### config.mk
export PLATFORM = sky130hd
export DESIGN_NAME = uart_tx
export DESIGN_NICKNAME = d
export VERILOG_FILES = /design/src/rtl/uart_pkg.sv /design/src/rtl/tx_fsm.sv /design/src/rtl/uart_tx.sv
export SDC_FILE = /design/constraint.sdc
export NUM_CORES = 1
export LEC_CHECK = 0
export CAP_MARGIN = 10
export CELL_PAD_IN_SITES_DETAIL_PLACEMENT = 0
export CELL_PAD_IN_SITES_GLOBAL_PLACEMENT = 1
export CORE_ASPECT_RATIO = 1.4
export CORE_UTILIZATION = 45
export DETAILED_ROUTE_END_ITERATION = 12
export PLACE_DENSITY = 0.85
export SYNTH_ARGS = -nofsm -noshare
export SYNTH_HDL_FRONTEND = slang
export SYNTH_HIERARCHICAL = 1
export SYNTH_SLANG_ARGS = --single-unit
### constraint.sdc
create_clock -name clock -period 5.9 [get_ports clock]
set_input_delay 1.475 -clock clock [delete_from_list [all_inputs] [get_ports clock]]
set_output_delay 1.475 -clock clock [all_outputs]
set_load 0.02 [all_outputs]
### src/rtl/uart_pkg.sv
// Shared UART control vocabulary: datapath control codes, control-point bundle
// and transmitter state/select encodings.
package uart_pkg;

  typedef enum logic [2:0] {CLR, INC, NO, RST, SHIFT, NONE, LOAD} ctrl_t;

  typedef enum logic [1:0] {IDLE, START, DATA, STOP} tx_state_t;

  typedef enum logic [1:0] {SEL_IDLE, SEL_START, SEL_DATA, SEL_STOP} tx_sel_t;

  typedef struct packed {
    ctrl_t baud;
    ctrl_t bit_cnt;
    ctrl_t shift;
    ctrl_t hold;
  } controlPoints_t;

endpackage

### src/rtl/tx_fsm.sv
// Transmitter sequencer: walks IDLE/START/DATA/STOP and issues datapath control
// points plus the line select for the state being entered.
module tx_fsm
  import uart_pkg::*;
(
  input  logic           clock,
  input  logic           reset,
  input  logic           bit_tick,
  input  logic           last_bit,
  input  logic           hold_full,
  output controlPoints_t ctrl,
  output tx_sel_t        tx_sel,
  output tx_state_t      state
);

  tx_state_t state_reg;
  tx_state_t state_next;

  always_comb begin
    state_next = state_reg;
    ctrl       = '{baud: INC, bit_cnt: NO, shift: NONE, hold: NO};
    case (state_reg)
      IDLE: begin
        ctrl.baud    = CLR;
        ctrl.bit_cnt = CLR;
        if (hold_full) begin
          state_next = START;
          ctrl.shift = LOAD;
          ctrl.hold  = CLR;
        end
      end
      START: begin
        if (bit_tick) begin
          state_next   = DATA;
          ctrl.bit_cnt = CLR;
        end
      end
      DATA: begin
        if (bit_tick) begin
          ctrl.shift = SHIFT;
          if (last_bit) begin
            state_next   = STOP;
            ctrl.bit_cnt = CLR;
          end else begin
            ctrl.bit_cnt = INC;
          end
        end
      end
      STOP: begin
        // A word already waiting chains straight into the next start bit.
        if (bit_tick) begin
          ctrl.bit_cnt = CLR;
          if (hold_full) begin
            state_next = START;
            ctrl.shift = LOAD;
            ctrl.hold  = CLR;
          end else begin
            state_next = IDLE;
          end
        end
      end
      default: state_next = IDLE;
    endcase
  end

  // Select follows the next state so the registered line changes on the transition edge.
  always_comb begin
    tx_sel = SEL_IDLE;
    case (state_next)
      IDLE:    tx_sel = SEL_IDLE;
      START:   tx_sel = SEL_START;
      DATA:    tx_sel = SEL_DATA;
      STOP:    tx_sel = SEL_STOP;
      default: tx_sel = SEL_IDLE;
    endcase
  end

  always_ff @(posedge clock) begin
    if (reset) begin
      state_reg <= IDLE;
    end else begin
      state_reg <= state_next;
    end
  end

  assign state = state_reg;

endmodule

### src/rtl/uart_tx.sv
// UART transmitter: one-entry holding register with valid/ready intake, baud and
// bit counters, LSB-first shift register and a registered serial line.
module uart_tx
  import uart_pkg::*;
#(
  parameter int CLKS_PER_BIT = 16,
  parameter int DATA_BITS    = 8
) (
  input  logic                 clock,
  input  logic                 reset,
  input  logic [DATA_BITS-1:0] tx_data,
  input  logic                 tx_valid,
  output logic                 tx_ready,
  output logic                 tx,
  output logic                 busy
);

  localparam int BAUD_W = $clog2(CLKS_PER_BIT);
  localparam int BIT_W  = $clog2(DATA_BITS);
  localparam logic [BAUD_W-1:0] BAUD_LAST = BAUD_W'(CLKS_PER_BIT - 1);
  localparam logic [BIT_W-1:0]  BIT_LAST  = BIT_W'(DATA_BITS - 1);

  logic [BAUD_W-1:0]    baud_cnt_reg, baud_cnt_next;
  logic [BIT_W-1:0]     bit_cnt_reg, bit_cnt_next;
  logic [DATA_BITS-1:0] shift_reg, shift_next;
  logic [DATA_BITS-1:0] hold_reg, hold_next;
  logic                 hold_full_reg, hold_full_next;
  logic                 tx_reg, tx_next;
  logic [DATA_BITS-1:0] shift_right;

  logic           bit_tick;
  logic           last_bit;
  logic           handshake;
  controlPoints_t ctrl;
  tx_sel_t        tx_sel;
  tx_state_t      state;

  assign bit_tick  = (baud_cnt_reg == BAUD_LAST);
  assign last_bit  = (bit_cnt_reg == BIT_LAST);
  assign tx_ready  = !hold_full_reg;
  assign handshake = tx_valid && tx_ready;

  tx_fsm u_fsm (
    .clock     (clock),
    .reset     (reset),
    .bit_tick  (bit_tick),
    .last_bit  (last_bit),
    .hold_full (hold_full_reg),
    .ctrl      (ctrl),
    .tx_sel    (tx_sel),
    .state     (state)
  );

  genvar gi;
  generate
    for (gi = 0; gi < DATA_BITS; gi++) begin : g_shift
      if (gi == DATA_BITS - 1) begin : g_msb
        assign shift_right[gi] = 1'b0;
      end else begin : g_lower
        assign shift_right[gi] = shift_reg[gi+1];
      end
    end
  endgenerate

  always_comb begin
    baud_cnt_next = baud_cnt_reg;
    case (ctrl.baud)
      CLR:     baud_cnt_next = '0;
      INC:     baud_cnt_next = bit_tick ? '0 : baud_cnt_reg + BAUD_W'(1);
      default: baud_cnt_next = baud_cnt_reg;
    endcase

    bit_cnt_next = bit_cnt_reg;
    case (ctrl.bit_cnt)
      CLR:     bit_cnt_next = '0;
      INC:     bit_cnt_next = bit_cnt_reg + BIT_W'(1);
      default: bit_cnt_next = bit_cnt_reg;
    endcase

    shift_next = shift_reg;
    case (ctrl.shift)
      LOAD:    shift_next = hold_reg;
      SHIFT:   shift_next = shift_right;
      default: shift_next = shift_reg;
    endcase

    // Intake only happens when empty and consume only when full, so they never collide.
    hold_next      = hold_reg;
    hold_full_next = hold_full_reg;
    if (ctrl.hold == CLR) begin
      hold_full_next = 1'b0;
    end
    if (handshake) begin
      hold_next      = tx_data;
      hold_full_next = 1'b1;
    end

    tx_next = 1'b1;
    case (tx_sel)
      SEL_START: tx_next = 1'b0;
      SEL_DATA:  tx_next = shift_next[0];
      default:   tx_next = 1'b1;
    endcase
  end

  always_ff @(posedge clock) begin
    if (reset) begin
      baud_cnt_reg  <= '0;
      bit_cnt_reg   <= '0;
      shift_reg     <= '0;
      hold_reg      <= '0;
      hold_full_reg <= 1'b0;
      tx_reg        <= 1'b1;
    end else begin
      baud_cnt_reg  <= baud_cnt_next;
      bit_cnt_reg   <= bit_cnt_next;
      shift_reg     <= shift_next;
      hold_reg      <= hold_next;
      hold_full_reg <= hold_full_next;
      tx_reg        <= tx_next;
    end
  end

  assign tx   = tx_reg;
  assign busy = (state != IDLE) || hold_full_reg;

endmodule

## Word-level counts from Yosys, hierarchy flattened

Index checks and enable logic that the tools add are counted.

| cells by class | value |
|---|---|
| $add $sub $neg | 2 |
| equal/unequal tests | 14 |
| mux-type cells | 24 |
| reductions and logical operators | 13 |

Operators with widths:

| cell | number |
|---|---|
| $pmux W2 S4 | 2 |
| $pmux W8 S2 | 1 |
| $mux W2 | 6 |
| $pmux W3 S2 | 2 |
| $pmux W3 S4 | 1 |
| $eq A2 B2 Y1 const B | 5 |
| $mux W5 | 2 |
| $reduce_bool A2 Y1 | 5 |
| $eq A3 B3 Y1 const B | 3 |
| $logic_not A3 Y1 | 3 |
| $pmux W3 S3 | 1 |
| $mux W8 | 1 |
| $pmux W4 S2 | 1 |
| $eq A2 B1 Y1 const B | 3 |
| $eq A3 B1 Y1 const B | 2 |
| $mux W1 | 5 |
| $add A4 B1 Y4 const B | 1 |
| $eq A4 B4 Y1 const B | 1 |
| $logic_not A2 Y1 | 2 |
| $mux W4 | 1 |
| $add A3 B1 Y3 const B | 1 |
| $pmux W1 S2 | 1 |
| $logic_and A1 B1 Y1 | 1 |
| $logic_not A1 Y1 | 1 |
| $logic_or A1 B1 Y1 | 1 |

| word-level totals | value |
|---|---|
| register bits after elaboration | 27 |
| input bits | 11 |
| output and inout bits | 3 |

## Depth between registers and ports, before layout

| depth | value |
|---|---|
| word-level depth | 8 |
| mapped depth | 11 |
| depth with buffers taken out | 8 |

## Modules after synthesis

Netlist, hierarchy kept.

Modules (own cells, without submodules):

| module | instances | cells each | area each (µm²) | sequential area each (µm²) |
|---|---|---|---|---|
| uart_tx | 1 | 122 | 1061.0 | 500.5 |
| tx_fsm | 1 | 53 | 387.9 | 40.0 |

## Least setup slack after synthesis

OpenSTA, ideal clock, no wires.

| path | value |
|---|---|
| path type | register to output |
| start point | register hold_full_reg |
| end point | output busy |
| arrival time | 845 ps |
| setup slack | 3580 ps |
| cell stages (with the launch flop) | 2 |
| path buffers | 0 |
| path through | dfxtp_1 or3_1 |

| on the way | value |
|---|---|
| longest elaborated chain between the ends | 1 |

RTL lines:

| what | RTL line | source |
|---|---|---|
| start: declaration | uart_tx.sv:27 | `logic hold_full_reg, hold_full_next;` |
| start signal: assignment | uart_tx.sv:119 | `hold_full_reg <= hold_full_next;` |
| $logic_or A1 B1 Y1 | uart_tx.sv:125 | `assign busy = (state != IDLE) \|\| hold_full_reg;` |
| end: declaration | uart_tx.sv:15 | `output logic busy` |

No other way between the ends.

## Worst setup path in the final report

Ends and elaborated chain as after synthesis.

==> qor.txt <==
outcome: finished clean
Syn Area/Cell: 8.28 um2
Final GP Congestion: 0.791
DIE HEIGHT: 69.1 um
vias in the first global route: 1113
Synth Cell Area: 0.00145 mm2
largest net degree at the start of global routing: 30
# nets final: 202
worst vdd rail ir drop: 142 uV
slew margin rel.: 30.4%
initial DRC count: 32
Post-CTS Setup Inserts: 0
GRT met2 Usage: 31.1%
Die Width: 50.0 um
fraction of layout instances using a drive strength above 1: 4.44%
worst slew pin tran: 1.04 ns
fin crit period: 3.13 ns
total track usage: 17.7%
vias per cell: 5.29
setup violators final: 0
number of synthesized register bits: 27
grt met3 use: 2.65%
DRC viols: 0
layer with the highest usage: met2
H-Tree Depth: 1
IO Count: 14
RSZ-0062 raised after global routing: false
clock root buffer master: clkbuf_8
slowest CP cell: clkdlybuf4s50_1
global route overflow: 0
Ys Warns: 6
Worst EP required: 4.43 ns
FILL cells: 306
# rows: 24
# diodes: 0
Post-Layout Cell Count: 219
Worst EP arrival: 1.66 ns
Final Cycle Share: 53.1%
via count: 1158
CTS sink count: 27
GR Util met1: 20.5%
CP startpoint kind: flop
placed wire-length estimate: 1940 um
max_cap viols: 0
core footprint: 0.00309 mm2
WS Path Type: reg -> out
TritonCTS clock tree: built
DRT Wirelength: 2770 um
Initial Util: 46.8%
CP top delay family: buffers and inverters
final instance area: 0.00160 mm2
TritonCTS Buffers: 3
count of unique library cells instantiated by Yosys: 35
clk slew on worst S/H paths: 0.10 ns
# port buffers: 13
fmax: 319 MHz
power per cell area: 235 mW/mm2
Slew Limit Fails: 0
initial antenna violation count: 0
DR pass1 iterations: 4
clk_skew: 0.00408 ns
max incr delay on CP: 0.54 ns
register area share after synthesis: 37.3%
leak pwr: 0.593 nW
Worst Setup End Kind: primary output
critical path, cell by cell: or3_1 > clkdlybuf4s50_1
worst skew pair latency: 0.28 ns
post-route antenna net violation count: 0
CP bufs+invs: 1
deepest clock path buffer count: 2
post-CTS sizing: 0
final hold vios: 0
# hold bufs at CTS: 0
area grow syn2layout: 10.7%
Max FO, Critical Path: 12
Worst Hold Class: reg -> reg
placed instance area: 0.00156 mm2
first-pass GRT wire length: 4780 um
Overall Power: 0.377 mW
die area: 0.00345 mm2
DR WL/cell: 12.6 um
setup TNS: 0 ns
placed cell count: 215
Syn Inst Count: 175
-- tightest hold or removal path, delay by kind of cell, from the launching register on --
family,cells,cell delay [ns]
flip-flops,1,0.32
AND/OR/NAND/NOR,1,0.05
AO/OA/AOI/OAI,1,0.05
-- stage by stage --
stage	utilization, %	setup WS (ns)	hold WS, ns
after floorplan	-	3.58	0.433
after global placement	50.3	2.59	0.444
after detailed placement	50.3	2.59	0.447
after CTS	51.9	2.75	0.461
after global routing	51.9	2.71	0.475
final	51.9	2.77	0.460
-- placed cells by master, fill, tap and decap left out --
master           instances
o211ai_1                 1
clkdlybuf4s50_1         13
a31oi_1                  1
clkinvlp_4               1
or4_1                    1
a211oi_1                 6
o31ai_1                  2
mux2_2                   1
conb_1                   6
a21oi_1                 18
mux2i_1                  7
buf_4                    1
or3_1                    3
clkbuf_8                 3
nor3_1                   5
inv_1                    5
nand4b_1                 1
a2bb2oi_1                2
a2111oi_1                1
nand3b_1                 1
o21ai_1                  1
nor2b_1                  5
o41ai_2                  1
inv_2                    1
o21ai_0                  8
nand3_1                  5
nand2b_1                 4
nor3b_1                  3
or3b_1                   2
and3_1                   1
ha_1                    10
nand2_1                 19
dfxtp_1                 27
nor2_1                  13
a221oi_1                 1
-- worst paths after layout --
path                         from           to  slack (ns)  cells past startpoint
setup reg to reg  baud_cnt_reg[0]           tx        3.20                      8
setup / recovery    hold_full_reg         busy        2.77                      2
hold / removal        hold_reg[6]  hold_reg[6]        0.46                      2
hold reg to reg       hold_reg[6]  hold_reg[6]        0.46                      2
-- report_power, final --
group / internal, mW / switching [mW]
sequential: 0.192 / 0.00789
clock: 0.0480 / 0.0622
combinational: 0.0312 / 0.0356
-- cells in the mapped netlist, drive strengths merged --
cell	n	area share, %
a2111oi	1	0.69
a211oi	6	3.1
a21oi	18	6.2
a221oi	1	0.60
a2bb2oi	2	1.2
a31oi	1	0.43
and3	1	0.43
buf	12	5.3
clkbuf	5	1.3
conb	2	0.52
dfxtp	27	37
ha	10	8.6
inv	6	1.6
mux2	1	0.78
mux2i	7	4.8
nand2	19	4.9
nand2b	4	1.7
nand3	5	1.7
nand3b	1	0.52
nand4b	1	0.60
nor2	13	3.4
nor2b	5	2.2
nor3	5	1.7
nor3b	3	1.6
o211ai	1	0.52
o21ai	9	3.1
o31ai	2	1.0
o41ai	1	1.1
or3	3	1.3
or3b	2	1.2
or4	1	0.52
-- final cells by class --
cell class                 count  area [um2]  share of cell area [%]
clock inverter                 1        7.51                   0.468
clock buffer                   3        41.3                    2.57
multi-input combinational    129         806                    50.2
sequential                    27         541                    33.7
tap                           39        48.8                    3.04
timing repair buffer          14         138                    8.58
inverter                       6        22.5                    1.40
-- per-layer routing --
layer	vias up	share of wire (%)
li1	610	-
met1	527	46
met2	14	50
met3	7	1.6
met4	0	2.3
met5	-	0
-- logic make-up (layout without fill, tap and decap cells) --
logic type      after synthesis  count (layout)  share of synthesized area (%)
simple gates                 63              63                           21.8
mux                           8               8                           5.61
buf+inv                      23              24                           8.12
flops                        27              27                           37.3
fa+ha+maj                    10              10                           8.64
other cells                   2               6                          0.518
compound gates               42              42                           18.0
Power figures use the tool's default switching activity.
